[src/rtl/src_register_file_if.sv]
// src_register_file_if
//   Bus bundle for the Mini SRC general-purpose register file.
//   master : datapath/control side (drives write, read, reserve requests)
//   slave  : register file side (returns read data and hazard flags)
//   Signals: wr_en/wr_addr/wr_data (write port), rd_addr_a/rd_data_a and
//   rd_addr_b/rd_data_b (read ports), ba_out (R0 base-address mode),
//   rsv_en/rsv_addr (reserve), busy_a/busy_b/any_busy (pending flags).
interface src_register_file_if #(
  parameter int WIDTH  = 32,
  parameter int ADDR_W = 4
);
  logic              wr_en;
  logic [ADDR_W-1:0] wr_addr;
  logic [WIDTH-1:0]  wr_data;
  logic [ADDR_W-1:0] rd_addr_a;
  logic [WIDTH-1:0]  rd_data_a;
  logic [ADDR_W-1:0] rd_addr_b;
  logic [WIDTH-1:0]  rd_data_b;
  logic              ba_out;
  logic              rsv_en;
  logic [ADDR_W-1:0] rsv_addr;
  logic              busy_a;
  logic              busy_b;
  logic              any_busy;

  modport master (
    output wr_en, wr_addr, wr_data, rd_addr_a, rd_addr_b, ba_out,
           rsv_en, rsv_addr,
    input  rd_data_a, rd_data_b, busy_a, busy_b, any_busy
  );

  modport slave (
    input  wr_en, wr_addr, wr_data, rd_addr_a, rd_addr_b, ba_out,
           rsv_en, rsv_addr,
    output rd_data_a, rd_data_b, busy_a, busy_b, any_busy
  );
endinterface

[src/rtl/src_register_file.sv]
// src_register_file
//   DEPTH x WIDTH register bank for the Mini SRC datapath: one write port,
//   two combinational read ports with write-through bypass, R0 masking on
//   port A in base-address mode, and a per-register pending-write
//   scoreboard for read-after-write hazard detection.
//   Ports:
//     clock : rising-edge clock
//     clear : asynchronous active-low reset (registers and pending bits)
//     bus   : src_register_file_if.slave (see interface for signal list)
//   DEPTH must be 2**ADDR_W; interface WIDTH/ADDR_W must match.
module src_register_file #(
  parameter int WIDTH  = 32,
  parameter int DEPTH  = 16,
  parameter int ADDR_W = 4
) (
  input  logic                clock,
  input  logic                clear,
  src_register_file_if.slave  bus
);

  logic [WIDTH-1:0] regs [DEPTH];
  logic [DEPTH-1:0] pending;
  logic [DEPTH-1:0] pending_nxt;

  // Reserve is applied after the write-clear so a same-address reserve and
  // write leaves the register pending: a new producer has been issued.
  always_comb begin
    pending_nxt = pending;
    if (bus.wr_en)  pending_nxt[bus.wr_addr]  = 1'b0;
    if (bus.rsv_en) pending_nxt[bus.rsv_addr] = 1'b1;
  end

  always_ff @(posedge clock or negedge clear) begin
    if (!clear) begin
      for (int i = 0; i < DEPTH; i++) regs[i] <= '0;
      pending <= '0;
    end else begin
      if (bus.wr_en) regs[bus.wr_addr] <= bus.wr_data;
      pending <= pending_nxt;
    end
  end

  // Bypass is gated by clear so reads stay zero throughout reset even if a
  // write is being presented.
  always_comb begin
    bus.rd_data_a = regs[bus.rd_addr_a];
    if (bus.ba_out && (bus.rd_addr_a == '0))
      bus.rd_data_a = '0;
    else if (clear && bus.wr_en && (bus.wr_addr == bus.rd_addr_a))
      bus.rd_data_a = bus.wr_data;
  end

  always_comb begin
    bus.rd_data_b = regs[bus.rd_addr_b];
    if (clear && bus.wr_en && (bus.wr_addr == bus.rd_addr_b))
      bus.rd_data_b = bus.wr_data;
  end

  // Hazard flags come from registered state only; no bypass.
  assign bus.busy_a   = pending[bus.rd_addr_a];
  assign bus.busy_b   = pending[bus.rd_addr_b];
  assign bus.any_busy = |pending;

endmodule

[src/flat_wrapper.sv]
// flat-port wrapper written by rule: the top's interface ports become plain ports
module src_register_file_flat 
#(
  parameter int WIDTH  = 32,
  parameter int DEPTH  = 16,
  parameter int ADDR_W = 4
)
  (clock, clear, bus_wr_en, bus_wr_addr, bus_wr_data, bus_rd_addr_a, bus_rd_addr_b, bus_ba_out, bus_rsv_en, bus_rsv_addr, bus_rd_data_a, bus_rd_data_b, bus_busy_a, bus_busy_b, bus_any_busy);
  src_register_file_if #(.WIDTH(WIDTH), .ADDR_W(ADDR_W)) bus_i ();
  input  logic clock;
  input  logic clear;
  input wire logic [$bits(bus_i.wr_en)-1:0] bus_wr_en;
  input wire logic [$bits(bus_i.wr_addr)-1:0] bus_wr_addr;
  input wire logic [$bits(bus_i.wr_data)-1:0] bus_wr_data;
  input wire logic [$bits(bus_i.rd_addr_a)-1:0] bus_rd_addr_a;
  input wire logic [$bits(bus_i.rd_addr_b)-1:0] bus_rd_addr_b;
  input wire logic [$bits(bus_i.ba_out)-1:0] bus_ba_out;
  input wire logic [$bits(bus_i.rsv_en)-1:0] bus_rsv_en;
  input wire logic [$bits(bus_i.rsv_addr)-1:0] bus_rsv_addr;
  output wire logic [$bits(bus_i.rd_data_a)-1:0] bus_rd_data_a;
  output wire logic [$bits(bus_i.rd_data_b)-1:0] bus_rd_data_b;
  output wire logic [$bits(bus_i.busy_a)-1:0] bus_busy_a;
  output wire logic [$bits(bus_i.busy_b)-1:0] bus_busy_b;
  output wire logic [$bits(bus_i.any_busy)-1:0] bus_any_busy;
  assign bus_i.wr_en = bus_wr_en;
  assign bus_i.wr_addr = bus_wr_addr;
  assign bus_i.wr_data = bus_wr_data;
  assign bus_i.rd_addr_a = bus_rd_addr_a;
  assign bus_i.rd_addr_b = bus_rd_addr_b;
  assign bus_i.ba_out = bus_ba_out;
  assign bus_i.rsv_en = bus_rsv_en;
  assign bus_i.rsv_addr = bus_rsv_addr;
  assign bus_rd_data_a = bus_i.rd_data_a;
  assign bus_rd_data_b = bus_i.rd_data_b;
  assign bus_busy_a = bus_i.busy_a;
  assign bus_busy_b = bus_i.busy_b;
  assign bus_any_busy = bus_i.any_busy;
  src_register_file #(.WIDTH(WIDTH), .DEPTH(DEPTH), .ADDR_W(ADDR_W)) u_core (.clock(clock), .clear(clear), .bus(bus_i));
endmodule
[config.mk]
export PLATFORM = sky130hd
export DESIGN_NAME = src_register_file_flat
export DESIGN_NICKNAME = d
export VERILOG_FILES = /design/src/rtl/src_register_file_if.sv /design/src/rtl/src_register_file.sv /design/src/flat_wrapper.sv
export SDC_FILE = /design/constraint.sdc
export NUM_CORES = 1
export LEC_CHECK = 0
export BUFFER_PORTS_ARGS = -buffer_cell sky130_fd_sc_hd__buf_4
export CORE_ASPECT_RATIO = 0.8
export CORE_MARGIN = 1
export CORE_UTILIZATION = 55
export CTS_BUF_LIST = sky130_fd_sc_hd__clkbuf_16
export DETAILED_ROUTE_END_ITERATION = 16
export HOLD_SLACK_MARGIN = 0.03
export PLACE_DENSITY_LB_ADDON = 0.08
export SKIP_LAST_GASP = 1
export SLEW_MARGIN = 15
export SYNTH_ARGS = -nofsm -noshare
export SYNTH_HDL_FRONTEND = slang
export SYNTH_SLANG_ARGS = --single-unit
[constraint.sdc]
create_clock -name clock -period 2.5 [get_ports clock]
set_clock_uncertainty 0.15 [all_clocks]
set_input_delay 0.5 -clock clock [delete_from_list [all_inputs] [get_ports clock]]
set_output_delay 0.5 -clock clock [all_outputs]
set_load 0.01 [all_outputs]
**After elaboration in Yosys (flattened, before gate mapping)**

Index checks and enable logic that the tools add are counted.

- Order comparisons: 10
- Equality and inequality tests: 2
- Muxes and demuxes: 22
- Bitwise operators: 6
- Reduce and logical (&&, ||, !) cells: 9

Operators by type and width:

| kind | count |
|---|---|
| $bwmux 512 | 1 |
| $bmux 32 s4 | 2 |
| $mux 32 | 8 |
| $demux 32 s4 | 1 |
| $mux 16 | 2 |
| $lt 4x5->1 const B | 4 |
| $and 16x16->16 | 1 |
| $not 16->16 | 1 |
| $or 16x16->16 | 1 |
| $reduce_or 16->1 | 1 |
| $ge 5x5->1 const B | 3 |
| $not 4->5 | 3 |
| $bmux 1 s4 | 2 |
| $demux 1 s4 | 2 |
| $eq 4x4->1 | 2 |
| $ge 4x1->1 const B | 2 |
| $logic_and 1x1->1 | 7 |
| $lt 5x1->1 const B | 1 |
| $logic_not 4->1 | 1 |
| $mux 1 | 4 |

- Bits in registers: 528
- Output and inout port bits: 67

**Depth between registers and ports, before layout**

- Depth in word-level cells: 9
- Gate-level depth with buffers: 7
- Depth with buffers taken out: 4

**Worst setup path after synthesis**

No wires, ideal clock.

- Path type: input -> output
- From: input bus_rd_addr_a[0]
- To: output bus_rd_data_a[10]
- Data arrival time: 2029 ps
- Path slack: -179 ps
- Stages on the path: 7
- Buffers on the path: 3
- Path through: buf_2 > buf_4 > buf_2 > mux4_2 > a22oi_1 > nand2_1 > a22o_1

- Longest elaborated chain between the ends: 6
- Elaborated cells between the ends (all ways): 10

Ends and longest elaborated chain:

| what | RTL line | text |
|---|---|---|
| from (decl) | flat_wrapper.sv:15 | `input wire logic [$bits(bus_i.rd_addr_a)-1:0] bus_rd_addr_a;` |
| $not 4->5 (not written as such) | src_register_file.sv:46 | `bus.rd_data_a = regs[bus.rd_addr_a];` |
| $bmux 32 s4 | src_register_file.sv:46 |  |
| $mux 32 (not written as such) (2 in a row) | src_register_file.sv:46 |  |
| $mux 32 | src_register_file.sv:49 | `else if (clear && bus.wr_en && (bus.wr_addr == bus.rd_addr_a))` |
| $mux 32 * | src_register_file.sv:47 | `if (bus.ba_out && (bus.rd_addr_a == '0))` |
| to (decl) | flat_wrapper.sv:20 | `output wire logic [$bits(bus_i.rd_data_a)-1:0] bus_rd_data_a;` |

Every way passes the cells marked *; elsewhere a longest branch is shown, timed or not. The select of a mux whose other input is x is not followed.

**Final worst setup path**

- From: register u_core.regs[510] in the netlist's numbering
- To: output bus_rd_data_b[30]

- Longest elaborated chain between the ends: 4

Ends and longest elaborated chain:

| what | RTL line | text |
|---|---|---|
| from (decl) | src_register_file.sv:21 | `logic [WIDTH-1:0] regs [DEPTH];` |
| from (signal, indexed assignment) | src_register_file.sv:38 | `if (bus.wr_en) regs[bus.wr_addr] <= bus.wr_data;` |
| $bmux 32 s4 | src_register_file.sv:54 | `bus.rd_data_b = regs[bus.rd_addr_b];` |
| $mux 32 (not written as such) (2 in a row) | src_register_file.sv:54 |  |
| $mux 32 | src_register_file.sv:55 | `if (clear && bus.wr_en && (bus.wr_addr == bus.rd_addr_b))` |
| to (decl) | flat_wrapper.sv:21 | `output wire logic [$bits(bus_i.rd_data_b)-1:0] bus_rd_data_b;` |

Every way passes these cells. The select of a mux whose other input is x is not followed.

==> results.ini <==
[critical_path]
worstPathCellList=mux4_2 > mux4_2 > mux2_4 > buf_6
crit_cells=4
rrSetupSlack_ps=1320
rr_worst_depth=3
slowest_delay_ps=490
path_max_fanout=3
worstSetupEndpoint=bus_rd_data_b[30]
arrival_ps=2340
cp_common_cell=mux4_2
critPathBufInv=1
crit_type=reg -> out
end_kind=output port
cp_slowest_cell=mux4_2
cp_top_family=multiplexers
worstReg2RegStart=u_core.regs[130]
worst_ep_required_time_ps=1850
worstReg2RegEnd=u_core.regs[130]
worst_setup_path_start_kind=flop
startpoint=u_core.regs[510]

[pwr]
cellPowerDensity_nw_per_um2=787
leakagePower_nw=14.7
irDropWorstVdd_uv=696

[clock_network]
cts_tree=built
clock_latency_ps=590
clkTransAtPathRegs_ps=50
htreeDepth=2
cts_root_buf=clkbuf_16
clk_path_buf_depth=3
numCtsBuffers=54
cts.sinks=528

[run]
max_cap_viol_count=0

[synth]
synth_edf_count=0
synth_area_um2=28200
postSynthCellCount=1840
ys.flop_type=dfrtp_1
synthesis.nets=1893
yosys_warnings=0
synth_seq_cells=528
syn_area_per_cell_um2=15.3
yosysSeqAreaShare=0.468
async_reset_ff_frac=1.00
synth_cell_types=31

[layout]
drive_gt1_frac=0.622
fin_cells=2764
layout.nets=2100
final_common_cell=dfrtp_1
area_growth_syn_to_layout_pct=22.8
mostFrequentLayoutCells=dfrtp_1, mux2_2, mux4_2

[detailed_routing]
vias=18651
drtAntennaViolNets=0
drc=0
dr.pass1.iters=5
routed_wl_mm=83.8
drtIter0Drc=1618
wire_per_inst_um=30.3
viasPerCell=6.75

[floorplan]
ios=120
die_y_um=205
die_x_um=255
rows=73
fp.coreArea_um2=50100
start_util=0.563
die-area_um2=52300

[placed_design]
hpwl_mm=50.2
dp_cells=2617
port_buffers=119
gp_congestion=0.839

[grt]
grt_antenna_before_repair=1
grt_pass1_wl_mm=126
gr-usage-all-layers=0.327
use_met3=0.0554
grt_start_max_net_pins=182
grtUsageMet2=0.519
gr-usage-met1=0.462
grt_pass1_vias=19542
overflow=0
top_usage_layer=met2

[timing]
period_needed_ps=2990
setup_viol=66
slew_viol_final=0
min_period_over_period=1.19
rsz0062_at_grt=yes
slew_headroom=0.243
worst_slack_ps=-487
fmax_mhz=335
setup_tns_ps=-18120
finalHoldViolations=0
worst_pin_slew_ps=1140
whs_ps=101

[status]
violations=setup timing
outcome=finished with violations

[hold_path]
hp-class=in -> reg

==> worst min-delay path by stage <==
stage                                 from                 to  slack [ps]  depth (start not counted)
after floorplan                      clear  u_core.pending[0]          50                          0
after global placement    u_core.regs[121]   u_core.regs[121]         340                          1
after detailed placement  u_core.regs[105]   u_core.regs[105]         350                          1
after CTS                   bus_wr_data[6]   u_core.regs[102]          70                          2
after global routing       bus_wr_data[11]   u_core.regs[363]         110                          2
final                           bus_rsv_en  u_core.pending[9]         100                          3
==> stage by stage <==
stage	util	power, W	setup WS [ps]	cell area [um^2]
5_1_grt	0.692	0.0285	-547	34700
2_1_floorplan	-	0.0165	-43.6	28600
6_report	0.692	0.0273	-487	34700
3_5_place_dp	0.631	0.0189	-419	31600
4_1_cts	0.685	0.0271	-511	34400
3_3_place_gp	0.631	0.0186	-399	31600
==> report_power, final <==
group,total [W],leakage [nW],internal [W],switching [W]
Sequential,0.0121,6.47,0.0106,0.00150
Clock,0.00778,0.860,0.00427,0.00350
Combinational,0.00747,7.34,0.00471,0.00276
Total,0.0273,14.7,0.0195,0.00776
==> cell families after synthesis <==
group / Yosys count / share of synthesized area
compound gates: 184 / 0.0484
xor+xnor: 8 / 0.00248
buf+inv: 187 / 0.0317
flops: 528 / 0.468
mux: 811 / 0.430
simple gates: 122 / 0.0195
==> registers in the layout, indices dropped and copies added (netlist names) <==
register,cells
u_core.regs,512
u_core.pending,16
==> worst min-delay path: stages <==
cell     delay (ps)
buf_4           130
nand2_1          90
o21ai_0          80
==> per-layer routing <==
layer	wire length, um	share of wire	up-vias
li1	-	-	7639
met4	2750	0.033	0
met1	35800	0.43	10087
met5	0	0	-
met2	39600	0.47	734
met3	5620	0.067	191
==> final cells by class <==
class | instances | area [um^2]
well taps | 675 | 845
clock inverters | 42 | 270
diodes | 1 | 2.50
repair buffers | 337 | 4020
clock buffers | 55 | 1380
flip-flops and latches | 528 | 13200
multi-input cells | 1125 | 14900
inverters | 1 | 3.75
fillers | 3428 | 15500
==> timing repair <==
item | in CTS | in global routing
setup buffers | 27 | 7
resized for setup | 118 | 48
endpoints found under the setup margin | 66 | 66
pin swaps | 114 | 32
gates cloned | 11 | 1
endpoints found under the hold margin | 40 | 0
hold buffers | 3 | 0
==> synth_stat cells (4+ instances only) <==
cell | number | area share
dfrtp_1 | 528 | 0.47
mux2_2 | 482 | 0.19
mux4_2 | 267 | 0.21
a22oi_1 | 126 | 0.034
clkbuf_1 | 82 | 0.011
nand2_1 | 72 | 0.0096
buf_2 | 70 | 0.012
mux2_1 | 62 | 0.025
a22o_1 | 35 | 0.011
o21ai_0 | 22 | 0.0039
buf_1 | 17 | 0.0023
nor2_1 | 14 | 0.0019
buf_6 | 11 | 0.0044
buf_4 | 6 | 0.0016
nor2b_1 | 6 | 0.0013
xor2_1 | 6 | 0.0019
nand2b_1 | 5 | 0.0011
nor4_1 | 4 | 0.00089
(Power assumes the default switching activity.)
